### config.mk
export PLATFORM = sky130hd
export DESIGN_NAME = seven_segment_capture
export DESIGN_NICKNAME = d
export VERILOG_FILES = /design/src/rtl/seven_segment_capture.sv
export SDC_FILE = /design/constraint.sdc
export NUM_CORES = 1
export LEC_CHECK = 0
export CORE_ASPECT_RATIO = 0.9
export CORE_MARGIN = 2
export CORE_UTILIZATION = 52
export CTS_BUF_LIST = sky130_fd_sc_hd__clkbuf_8
export CTS_CLUSTER_DIAMETER = 200
export DETAILED_ROUTE_END_ITERATION = 10
export PLACE_DENSITY = 0.75
export SKIP_CTS_REPAIR_TIMING = 1
export SLEW_MARGIN = 20
export SYNTH_ARGS = -nofsm -noshare
export SYNTH_HDL_FRONTEND = slang
export SYNTH_SLANG_ARGS = --single-unit
### constraint.sdc
create_clock -name clk -period 2.5 [get_ports clk]
set_clock_uncertainty 0.1 [all_clocks]
set_input_delay 0.375 -clock clk [delete_from_list [all_inputs] [get_ports clk]]
set_output_delay 0.375 -clock clk [all_outputs]
set_load 0.05 [all_outputs]
### src/rtl/seven_segment_capture.sv
// Snoops a multiplexed active-low 7-segment bus, decodes each digit glyph back to a hex
// nibble and publishes one complete scan of DIGITS digits as a parallel frame.
module seven_segment_capture #(
    parameter int DIGITS        = 4,
    parameter int STABLE_CYCLES = 3
) (
    input  logic                  clk,
    input  logic                  reset,
    input  logic [6:0]            seg_n,
    input  logic [DIGITS-1:0]     an_n,
    output logic [4*DIGITS-1:0]   value,
    output logic                  valid,
    output logic                  err
);

    localparam int CW = $clog2(STABLE_CYCLES + 1);

    typedef enum logic {COLLECT, PUBLISH} state_t;

    state_t state, state_nxt;

    logic [DIGITS-1:0]   an_q, an_p;
    logic [6:0]          seg_q, seg_p;
    logic [CW-1:0]       cnt, cnt_nxt;
    logic                stable_eq;
    logic                sample;
    logic [DIGITS-1:0]   an_low;
    logic                onehot;
    logic                hit;
    logic [DIGITS-1:0]   hitmask;
    logic [3:0]          nib;
    logic                inv;
    logic [4*DIGITS-1:0] shadow;
    logic [DIGITS-1:0]   seen;
    logic                frame_err;
    logic                frame_done;

    function automatic logic [4:0] decode(input logic [6:0] s);
        logic [4:0] r;
        case (s)
            7'b1000000: r = 5'h00;
            7'b1111001: r = 5'h01;
            7'b0100100: r = 5'h02;
            7'b0110000: r = 5'h03;
            7'b0011001: r = 5'h04;
            7'b0010010: r = 5'h05;
            7'b0000010: r = 5'h06;
            7'b1111000: r = 5'h07;
            7'b0000000: r = 5'h08;
            7'b0010000: r = 5'h09;
            7'b0001000: r = 5'h0A;
            7'b0000011: r = 5'h0B;
            7'b1000110: r = 5'h0C;
            7'b0100001: r = 5'h0D;
            7'b0000110: r = 5'h0E;
            7'b0001110: r = 5'h0F;
            default:    r = 5'h10;
        endcase
        return r;
    endfunction

    // Sample fires only on the transition into saturation, so a long dwell samples once.
    always_comb begin
        stable_eq = ({an_q, seg_q} == {an_p, seg_p});
        if (!stable_eq)
            cnt_nxt = '0;
        else if (cnt == CW'(STABLE_CYCLES))
            cnt_nxt = cnt;
        else
            cnt_nxt = cnt + 1'b1;
        sample = stable_eq && (cnt == CW'(STABLE_CYCLES - 1));
    end

    always_comb begin
        an_low     = ~an_q;
        onehot     = (an_low != '0) && ((an_low & (an_low - 1'b1)) == '0);
        hit        = sample && onehot;
        hitmask    = hit ? an_low : '0;
        {inv, nib} = decode(seg_q);
        frame_done = ((seen | hitmask) == '1);
    end

    always_ff @(posedge clk) begin
        if (reset)
            state <= COLLECT;
        else
            state <= state_nxt;
    end

    always_comb begin
        state_nxt = state;
        case (state)
            COLLECT: if (frame_done) state_nxt = PUBLISH;
            PUBLISH: state_nxt = COLLECT;
            default: state_nxt = COLLECT;
        endcase
    end

    always_comb begin
        valid = (state == PUBLISH);
    end

    always_ff @(posedge clk) begin
        if (reset) begin
            an_q      <= '1;
            seg_q     <= '1;
            an_p      <= '1;
            seg_p     <= '1;
            cnt       <= '0;
            shadow    <= '0;
            seen      <= '0;
            frame_err <= 1'b0;
            value     <= '0;
            err       <= 1'b0;
        end else begin
            an_q  <= an_n;
            seg_q <= seg_n;
            an_p  <= an_q;
            seg_p <= seg_q;
            cnt   <= cnt_nxt;
            for (int unsigned i = 0; i < DIGITS; i++) begin
                if (hitmask[i])
                    shadow[4*i +: 4] <= inv ? 4'h0 : nib;
            end
            if (state == PUBLISH) begin
                value     <= shadow;
                err       <= frame_err;
                seen      <= hitmask;
                frame_err <= hit && inv;
            end else if (hit) begin
                seen      <= seen | hitmask;
                frame_err <= frame_err | inv;
            end
        end
    end

endmodule

==> summary.txt <==
Detailed routing
  – WL/cell: 13.38 um
  – Routed WL: 4896 um
  – Drt pass-1 iters: 4
  – Vias: 1909
  – Via density per instance: 5.216
  – Antenna-violating nets left: 0
  – DR iter-0 viols: 72
  – DRC errors left: 0

Placed design
  – HPWL after DPL: 3391 um
  – Placed Cells incl. Taps: 351
  – Dpl cell area: 3075 um2
  – DP Worst Slack: 362.3 ps
  – PortBufs: 30
  – Final estimated routing congestion in global placement: 0.8229

Critical path
  – Crit-path max cell delay: 590 ps
  – Worst path arrival time: 2250 ps
  – Worst Path Buf+Inv: 0
  – Worst Setup End Kind: flop
  – R2R Path Start: seg_q[4]$_SDFF_PP1_
  – Top delay family on crit path: simple AND/OR/NAND/NOR gates
  – Setup crit start: seg_q[4]$_SDFF_PP1_
  – CP max-delay cell: dfxtp_1
  – Data required time of the worst path: 2620 ps
  – Crit-path max FO: 14
  – Worst R2R Setup Slack: 370 ps
  – Critical path cell sequence: xnor2_1 -> nand4_4 -> nor4_4 -> mux2i_1 -> nor2_1
  – CP Launch Type: flop
  – Setup CP Type: flop to flop

Worst hold path
  – Hold Crit Class: input port to flop
  – Hold Path Origin: reset

STA
  – Slew margin rel.: 64.78%
  – Period utilisation layout: 85.18%
  – Fin. Hold Viols: 0
  – RSZ-0062 raised after global routing: no
  – Worst slew pin tran: 528.3 ps
  – Final hold slack: 362.1 ps
  – Final worst slack: 370.5 ps
  – Final setup violation count: 0
  – Slew Viols, Final: 0
  – Tmin final: 2129 ps
  – Highest clock rate: 0.4696 GHz
  – Setup TNS: 0 ps

Global routing
  – Largest net degree at the start of global routing: 34
  – Grt ovf: 0
  – Antenna violations before repair: 0
  – GRT Util Overall: 19.62%
  – Vias in the first global route: 1836
  – First-pass GRT wire length: 8576 um

Floorplanning
  – Starting Density: 53.07%
  – Core area: 5161 um2
  – DIE WIDTH: 80.50 um
  – DIE AREA: 5864 um2
  – Chip height: 72.85 um
  – Placement row count: 25
  – Ports: 31

Status
  – Status: complete, no violations

CTS
  – Cts bufs inserted: 9
  – CTS Sinks: 63
  – Root Driver: clkbuf_8
  – CTS tree: built
  – Clk_lat worst skew: 340 ps
  – H-tree level count: 3
  – Deepest clock path buffer count: 2
  – Clock transition at path regs: 70 ps

Pwr
  – P per Cell Area: 589.2 nW/um2
  – Leakage power: 1.168 nW
  – Total power: 1.905 mW
  – Comb power frac: 7.3%
  – VDD IR max: 0.3800 mV
  – Switch Pwr: 0.4536 mW
  – Clock power share: 37.7%
  – Switch share: 23.81%
  – P_int: 1.451 mW
  – Flop pwr share: 55.0%

Synth
  – Seq/Total Area, Yosys: 46.05%
  – Fraction of registers with async set/reset: 0%
  – Avg Inst Size Synth: 10.34 um2
  – Top cells by area, synth: dfxtp_1 (46%), mux2i_1 (12%), nor2_1 (5.9%), or2_2 (5.0%), nor4_4 (3.1%)
  – Yosys top cell area share: 46.05%
  – Top cells by count, synth: dfxtp_1 (63), nor2_1 (43), mux2i_1 (34)
  – Top_reg_cell synth: dfxtp_1
  – Leading area contributor after synthesis: dfxtp_1
  – Number of synthesized flops with an enable pin: 0
  – Syn Inst Count: 265
  – Cell with the most instances after synthesis: dfxtp_1
  – Synth Register Bits: 63
  – Netlist cell types: 48
  – Synthesized cell area: 2739 um2
  – Syn nets: 280
  – Ys Warns: 0

Finish
  – Design Area, Final: 3233 um2
  – Post-Layout Cell Count: 366
  – Register area: 1261 um2
  – Diode count: 0
  – Layout Area Growth over Synthesis: 18.04%
  – Post-Route Utilization: 62.64%
  – Final #Nets: 310
  – Multi-input gate area: 1385 um2
  – Layout cells sized above 1: 17.73%
  – Filler instances: 446

Run
  – Max Cap Violations: 0
## kinds of logic (layout without fill, tap and decap cells)
family                     count (synthesis)  in the layout  synth area share, %
muxes                                     34             34                12.43
xor gates and xnor gates                  14             14                5.300
buffers and inverters                     20             54                3.380
DFF                                       63             63                46.05
adders and majority gates                  2              2               0.9135
and+or+nand+nor                          108            108                24.44
AOI/OAI and AO/OA                         24             24                7.493
## placed cells by master, fill, tap and decap left out, drive strengths merged, types with 2 or more instances in the layout
cell type and instances:
clkdlybuf4s50 28, or4 2, ha 2, or2 22, nand2 6, and4b 2
clkbuf 10, inv 8, a21oi 6, xnor2 11, buf 7, mux2i 34
nor3 4, nand4 6, nor2 43, o41ai 2, nor4 4, o21ai 3
nor2b 3, nand3 6, nor4b 3, o211ai 3, dfxtp 63, xor2 3
## flip-flops by register name, summed over array words and instances, names as in the netlist
register,flops
shadow,16
value,16
seg_p,7
seg_q,7
an_p,4
an_q,4
seen,4
cnt,2
err,1
frame_err,1
valid,1
## cell type report
class | instances | share of cell area, %
Inverter | 4 | 0.4644
Clock inverter | 5 | 0.6192
Sequential cell | 63 | 39.01
Timing Repair Buffer | 35 | 10.22
Multi-Input combinational cell | 182 | 42.84
Tap cell | 67 | 2.593
Clock buffer | 10 | 4.257
## per-layer routing
metal  global-route usage [%]  routed length, um  part of all wire (%)  vias to the layer above
met4                    6.780                 73                   1.5                        0
met1                    25.53               2402                    49                      894
met5                        0                  0                     0                        -
met2                    28.89               2199                    45                       31
met3                    9.035                221                   4.5                       10
li1                         -                  -                     -                      974
## path summary, 6_finish.rpt
path,to,cells past startpoint
max,shadow[3]$_SDFFE_PP0P_,5
min,value[10]$_SDFFE_PP0P_,2
max reg2reg,shadow[3]$_SDFFE_PP0P_,5
min reg2reg,err$_SDFFE_PP0P_,2
## power by group through the flow
stage / clock network, mW / logic [mW] / registers, mW
finish: 0.718 / 0.140 / 1.05
global route: 0.784 / 0.154 / 1.05
CTS: 0.742 / 0.141 / 1.05
detailed placement: 0 / 0.141 / 1.07
global placement: 0 / 0.139 / 1.07
floorplan: 0 / 0.120 / 1.06
Power figures use the tool's default switching activity.
==> edit, RTL diff (same flow settings) <==
Change the parameter `STABLE_CYCLES` from 3 to 6.
--- a/src/rtl/seven_segment_capture.sv
+++ b/src/rtl/seven_segment_capture.sv
@@ -3,5 +3,5 @@
 module seven_segment_capture #(
     parameter int DIGITS        = 4,
-    parameter int STABLE_CYCLES = 3
+    parameter int STABLE_CYCLES = 6
 ) (
     input  logic                  clk,
Check against the original RTL: no difference found for any inputs over 10 cycles, from zero or initial values and one cycle with reset high; that may be too few to reach the edited logic, so the function may still have changed.
==> edit against the original RTL <==
  * Wire length grew 8.1%
  * First-iteration DRC count is 26% higher
  * Critical path type unchanged
  * Total power grew 11%
  * Setup slack got worse by 0.064 ns
  * Area after synthesis increased by 4.8%
  * Sequential cell count grew 1
  * Worst hold slack improved by 0.0045 ns
  * Via count grew 7.5%
  * Final area is 4.9% higher
  * Die area up 4.5%
  * Largest power group unchanged
  * Synthesized cell count is 9.1% higher
  * Global-route usage grew 0.69 points
==> edit: results (changes against the original RTL) <==
| Metric | Value |
|---|---|
| Routed wire per std cell | 13.7 um (+2.5%) |
| Worst R2R End | frame_err |
| DR vias/cell | 5.32 (+2.0%) |
| Min-Delay Path Class | register to register |
| Max Root-Sink Buffers | 2 (unchanged) |
| Crit Path Max Fanout | 17 (+3) |
| DRT iter0 DRCs | 91 (+26%) |
| Nets@finish | 330 (+6.5%) |
| Status | completed |
| Register-to-register setup slack | 0.31 ns (-0.06 ns) |
| Routability congestion estimate | 0.793 (-3.7%) |
| Layout cells sized above 1 | 0.166 (-0.0111) |
| Hold_ws | 0.367 ns (+0.00446 ns) |
| Leakage | 0.00126 uW (+8.1%) |
| Synth Instances | 289 (+9.1%) |
| Worst vdd ir | 360 uV (-5.3%) |
| Reg2reg start | seg_q[3] |
| Hold Path Sink | frame_err |
| Post-synth top cells | 64 x dfxtp_1, 34 x nor2_1, 33 x mux2i_1, 26 x nand2_1, 19 x or2_2 |
| Top post-synthesis cells by area | dfxtp_1 45%, mux2i_1 12%, nor2_1 4.4% |
| Cells after DPL | 370 (+5.4%) |
| First-pass GRT wire length | 9340 um (+8.9%) |
| Critical path arrival | 2.37 ns (+0.12 ns) |
| Largest net degree at the start of global routing | 49 (+44%) |
| Crit-path max cell delay | 0.70 ns (+0.11 ns) |
| Synthesized Nets | 305 (+8.9%) |
| Diode count | 0 (unchanged) |
| Vias in the first global route | 1936 (+5.4%) |
| Hpwl dp | 3610 um (+6.4%) |
| Vias | 2053 (+7.5%) |
## edit: metrics by stage
step	instance area (um2)	setup slack, ns
floorplan	2870	0.636
global placement	3180	0.344
detailed placement	3180	0.362
CTS	3390	0.334
global route	3390	0.0912
finish	3390	0.306
## edit: kinds of logic after synthesis
kind of cell / Yosys count / share of synthesized area
compound gates: 27 / 0.0732
xor+xnor: 16 / 0.0619
fa+ha+maj: 3 / 0.0131
buf+inv: 30 / 0.0501
flops: 64 / 0.446
mux: 33 / 0.115
simple gates: 116 / 0.240
## edit: worst max path at each step
stage | from | endpoint
3_3_place_gp | seg_q[3] | frame_err
4_1_cts | seg_q[3] | frame_err
6_report | seg_q[3] | frame_err
5_1_grt | seg_q[1] | shadow[15]
3_5_place_dp | seg_q[1] | frame_err
2_1_floorplan | valid | value[10]
## edit: final cells by class
| cell class | count | area, um2 |
|---|---|---|
| tap | 67 | 83.8 |
| fill | 442 | 1890 |
| multi-input combinational | 195 | 1450 |
| clock inverter | 5 | 56.3 |
| clock buffer | 11 | 151 |
| timing repair buffer | 33 | 333 |
| sequential | 64 | 1280 |
| inverter | 11 | 41.3 |
## edit: power breakdown
group / total, uW / internal [uW] / switching [uW] / leakage [uW]
Combinational: 135 / 67.0 / 67.5 / 0.000644
Clock: 907 / 511 / 397 / 0.0000990
Sequential: 1070 / 1040 / 35.3 / 0.000521
Total: 2110 / 1610 / 499 / 0.00126
## edit: routing by layer
metal  global-route usage  wire [um]
met1                0.270       2550
met2                0.307       2500
met3               0.0692        188
met4               0.0741         62
met5                    0          0
## edit: worst reg2reg max path, stage by stage (launching register included)
cell     delay (ns)
dfxtp_1        0.70
nor3_1         0.18
a32oi_2        0.23
o41ai_1        0.20
or4_1          0.58
o21ai_1        0.13
